`config.mk`:
```
export PLATFORM = sky130hd
export DESIGN_NAME = keypad_emulator
export DESIGN_NICKNAME = d
export VERILOG_FILES = /design/src/rtl/keypad_emulator.sv
export SDC_FILE = /design/constraint.sdc
export NUM_CORES = 1
export LEC_CHECK = 0
export CELL_PAD_IN_SITES_DETAIL_PLACEMENT = 0
export CELL_PAD_IN_SITES_GLOBAL_PLACEMENT = 1
export CORE_MARGIN = 5
export CORE_UTILIZATION = 46
export DETAILED_ROUTE_END_ITERATION = 16
export DONT_BUFFER_PORTS = 1
export GPL_TIMING_DRIVEN = 0
export HOLD_SLACK_MARGIN = 0.03
export PLACE_DENSITY = 0.84
export SLEW_MARGIN = 20
export SYNTH_ARGS = -nofsm -noshare
export SYNTH_HDL_FRONTEND = slang
export SYNTH_SLANG_ARGS = --single-unit
```
`constraint.sdc`:
```
create_clock -name clk -period 2.2 [get_ports clk]
set_input_delay 0.33 -clock clk [delete_from_list [all_inputs] [get_ports clk]]
set_output_delay 0.33 -clock clk [all_outputs]
set_load 0.02 [all_outputs]
```
`src/rtl/keypad_emulator.sv`:
```
// 4x4 matrix-keypad model for the far end of a row/column keypad scanner.
// One key at a time is pressed or released through a valid/ready command
// port; every contact transition is followed by a deterministic chatter
// burst so the scanner's debounce path is exercised.
module keypad_emulator #(
    parameter int unsigned BOUNCE_CYCLES = 8,
    parameter int unsigned CHATTER_DIV   = 2
) (
    input  logic       clk,
    input  logic       reset,
    input  logic       cmd_valid,
    output logic       cmd_ready,
    input  logic       cmd_press,
    input  logic [3:0] cmd_key,
    input  logic [3:0] r_sel,
    output logic [3:0] col,
    output logic       key_down,
    output logic       bounce_active,
    output logic       cmd_err
);

    localparam int unsigned CNT_W    = (BOUNCE_CYCLES > 0) ? $clog2(BOUNCE_CYCLES + 1) : 1;
    localparam int unsigned PH_W     = (CHATTER_DIV > 1) ? $clog2(CHATTER_DIV) : 1;
    localparam int unsigned LAST_CNT = (BOUNCE_CYCLES > 0) ? BOUNCE_CYCLES - 1 : 0;
    localparam int unsigned LAST_PH  = (CHATTER_DIV > 0) ? CHATTER_DIV - 1 : 0;

    typedef enum logic [1:0] {
        IDLE           = 2'd0,
        BOUNCE_PRESS   = 2'd1,
        HELD           = 2'd2,
        BOUNCE_RELEASE = 2'd3
    } state_t;

    state_t            state;
    logic [3:0]        key;
    logic              contact;
    logic [CNT_W-1:0]  cnt;
    // Position within the current chatter half-period; toggles contact on wrap.
    logic [PH_W-1:0]   ph;
    logic              accept;

    assign accept = cmd_valid && cmd_ready;

    // Command handling, chatter sequencing and registered status outputs.
    always_ff @(posedge clk or posedge reset) begin
        if (reset) begin
            state         <= IDLE;
            key           <= 4'h0;
            contact       <= 1'b0;
            cnt           <= '0;
            ph            <= '0;
            cmd_ready     <= 1'b1;
            key_down      <= 1'b0;
            bounce_active <= 1'b0;
            cmd_err       <= 1'b0;
        end else begin
            cmd_err <= 1'b0;
            case (state)
                IDLE: begin
                    if (accept) begin
                        if (cmd_press) begin
                            key      <= cmd_key;
                            contact  <= 1'b1;
                            cnt      <= '0;
                            ph       <= '0;
                            key_down <= 1'b1;
                            if (BOUNCE_CYCLES > 0) begin
                                state         <= BOUNCE_PRESS;
                                cmd_ready     <= 1'b0;
                                bounce_active <= 1'b1;
                            end else begin
                                state <= HELD;
                            end
                        end else begin
                            cmd_err <= 1'b1;
                        end
                    end
                end
                HELD: begin
                    if (accept) begin
                        if (cmd_press) begin
                            cmd_err <= 1'b1;
                        end else begin
                            contact <= 1'b0;
                            cnt     <= '0;
                            ph      <= '0;
                            if (BOUNCE_CYCLES > 0) begin
                                state         <= BOUNCE_RELEASE;
                                cmd_ready     <= 1'b0;
                                bounce_active <= 1'b1;
                            end else begin
                                state    <= IDLE;
                                key_down <= 1'b0;
                            end
                        end
                    end
                end
                BOUNCE_PRESS, BOUNCE_RELEASE: begin
                    if (cnt == CNT_W'(LAST_CNT)) begin
                        // Settle to the final contact level regardless of pattern phase.
                        state         <= (state == BOUNCE_PRESS) ? HELD : IDLE;
                        contact       <= (state == BOUNCE_PRESS);
                        key_down      <= (state == BOUNCE_PRESS);
                        cmd_ready     <= 1'b1;
                        bounce_active <= 1'b0;
                    end else begin
                        cnt <= cnt + CNT_W'(1);
                        if (ph == PH_W'(LAST_PH)) begin
                            ph      <= '0;
                            contact <= ~contact;
                        end else begin
                            ph <= ph + PH_W'(1);
                        end
                    end
                end
                default: begin
                    state <= IDLE;
                end
            endcase
        end
    end

    // Passive switch matrix: the held key shorts its column to its row select.
    always_comb begin
        col = 4'b1111;
        if (contact && !r_sel[key[3:2]]) begin
            col[key[1:0]] = 1'b0;
        end
    end

endmodule

```
==> reports/metrics.yaml <==
grt_busiest_layer: "met2"
hp-start: "cmd_key[3]"
reg2reg_from: "state[0]$_DFFE_PP0P_"
worst_slack_ns: 0.126
synth-main-ff-cell: "dfrtp_1"
final_nets: 112
rr_worst_depth: 6
dp_slack_ns: 0.217
critical_path_buf_inv_count: 0
critPathMaxFanout: 4
cts_buffers: 3
n_fill_cell: 192
cts_tree: "yes"
cp-start-kind: "flop"
fmax_mhz: 482
dp.cells: 114
yosysSeqAreaShare_pct: 43.9
finalMaxSlewViolations: 0
cts_root_buffer: "clkbuf_4"
placed_area_um2: 948
min_path_type: "input port to flop"
clkSinkCount: 16
finalHoldViolations: 0
grt_pass1_vias: 607
ys.warnings.count: 0
final_core_util_pct: 51.8
clock_skew_ns: 0.00649
r2r_slack_ns: 0.19
drt_iter0_markers: 4
vdd_drop_max_mv: 0.372
ios: 20
syn_area_um2: 915
drc: 0
clk_latency_ns: 0.29
cpMaxStageDelayCell: "mux4_2"
use_met1_pct: 14.9
vias: 665
grt_pass1_wl_um: 2680
cellLeakagePower_nw: 0.492
clk_pin_slew_worst_paths_ns: 0.10
grtUsageMet3_pct: 3.00
layout_min_cycle_time_ns: 2.07
hold_path_depth: 1
gr-total-overflow: 0
synth-seq-cells: 16
finalNonFillerCells: 119
postCtsSetupRepairBufs: 0
status: "finished, final reports clean"
dp_hpwl_um: 1290
wl_per_cell_um: 14.0
area_growth_pct: 8.76
yosysUniqueCellTypes: 31
totalPowerFinal_mw: 0.507
synth_edf_count: 0
hold_ws_ns: 0.179
powerDensity_nw_per_um2: 509
drt_pass1_iterations: 4
maxCapViolCount: 0
tightest_slew_ns: 0.616
core.rowCount: 16
fin_crit_sh_pct: 94.3
syn_avg_cell_area_um2: 10.5
rsz0062_at_grt: "no"
worstHoldEndpoint: "key[3]$_DFFE_PP0P_"
syn-num-nets: 106
fin_area_um2: 995
final_layout_size_suffix_gt1_share_pct: 17.4
relSlewSlack_pct: 58.9
dieArea_um2: 2980
die_w_um: 54.6
grt_usage_pct: 13.0
cts_hold_buf: 1
fin_setup_tns_ns: 0
grt_max_degree: 17
synthCells: 87
drt_wl_total_um: 1670
cts_max_path_buffers: 2
path_cells: "mux4_2 > nand2b_4 > or3_1"
initial_core_util_pct: 47.6
io_buffers: 0
critical_path.top_delay_family: "simple AND/OR/NAND/NOR gates"
core_um2: 1920
setup_viol: 0
post_cts_resized: 0
fp.dieH_um: 54.6
grtUsageMet2_pct: 21.5
drt-vias-per-instance: 5.59
gp_congestion: 0.720
critPathKind: "flop to output port"
required_ns: 1.87
max_stage_delay_ns: 0.50
postRouteAntennaNets: 0
crit_path_end_kind: "output port"
reg2reg_to: "state[0]$_DFFE_PP0P_"
async_flop_share_pct: 100
diodes: 0
cts.htree.levels: 1
worstPathArrival_ns: 1.74
antenna_found_initial: 0
[cell usage in the layout (no fill, tap or decap), types with 2 or more instances in the layout]
cell type	count
clkbuf_4	3
mux2i_1	2
nor3_1	5
dfrtp_1	15
ha_1	7
and3_1	2
nor2_1	7
o22a_1	2
nand2_1	5
o22ai_1	2
a31oi_1	3
o31ai_1	3
mux2_2	5
inv_1	9
nand3_1	3
[cell families (layout without fill, tap and decap cells)]
logic type | after synthesis | after routing | synth area share (%)
buffers and inverters | 10 | 15 | 4.24
adders and majority gates | 7 | 7 | 9.58
AOI/OAI and AO/OA | 17 | 17 | 14.4
DFF | 16 | 16 | 43.9
and+or+nand+nor | 29 | 29 | 17.1
muxes | 8 | 8 | 10.8
[routing by layer]
metal	wire length [um]	up-vias
li1	-	327
met1	722	315
met2	761	18
met3	139	5
met4	44	0
met5	0	-
[flip-flops by register name, summed over array words and instances (netlist names)]
signal / flops
key_down: 1
cmd_err: 1
contact: 1
cnt: 4
bounce_active: 1
key: 4
state: 2
ph: 1
cmd_ready: 1
[power breakdown]
group	internal, mW	switching, mW
clock network	0.101	0.0958
logic	0.00604	0.0101
registers	0.294	0
total	0.401	0.106
[synth_stat cells, types with 2 or more instances]
master	number	area [um2]
o22a_1	2	17.5
a31oi_1	3	18.8
nor2_1	7	26.3
nor3_1	5	25.0
nand3_1	3	15.0
mux2_2	5	56.3
and3_1	2	12.5
nand2_1	5	18.8
o22ai_1	2	12.5
dfrtp_1	15	375
inv_1	9	33.8
ha_1	7	87.6
o31ai_1	3	22.5
mux2i_1	2	20.0
[worst max-delay path by stage]
stage / startpoint / endpoint / slack [ns] / cells past startpoint
2_1_floorplan: state[0]$_DFFE_PP0P_ / state[1]$_DFFE_PP0P_ / 0.40 / 6
3_5_place_dp: state[0]$_DFFE_PP0P_ / state[0]$_DFFE_PP0P_ / 0.22 / 6
4_1_cts: key[2]$_DFFE_PP0P_ / col[0] / 0.11 / 3
6_report: key[2]$_DFFE_PP0P_ / col[0] / 0.13 / 3
5_1_grt: key[2]$_DFFE_PP0P_ / col[0] / 0.07 / 3
3_3_place_gp: state[0]$_DFFE_PP0P_ / state[0]$_DFFE_PP0P_ / 0.25 / 6
[layout make-up]
cell class / instances / area (um2) / share of cell area [%]
clock buffer: 4 / 36.3 / 3.65
buffer: 1 / 5.00 / 0.503
inverter: 9 / 33.8 / 3.40
multi-input combinational: 61 / 474 / 47.7
timing repair buffer: 1 / 10.0 / 1.01
sequential: 16 / 402 / 40.4
tap: 27 / 33.8 / 3.40
(Power assumes the default switching activity.)
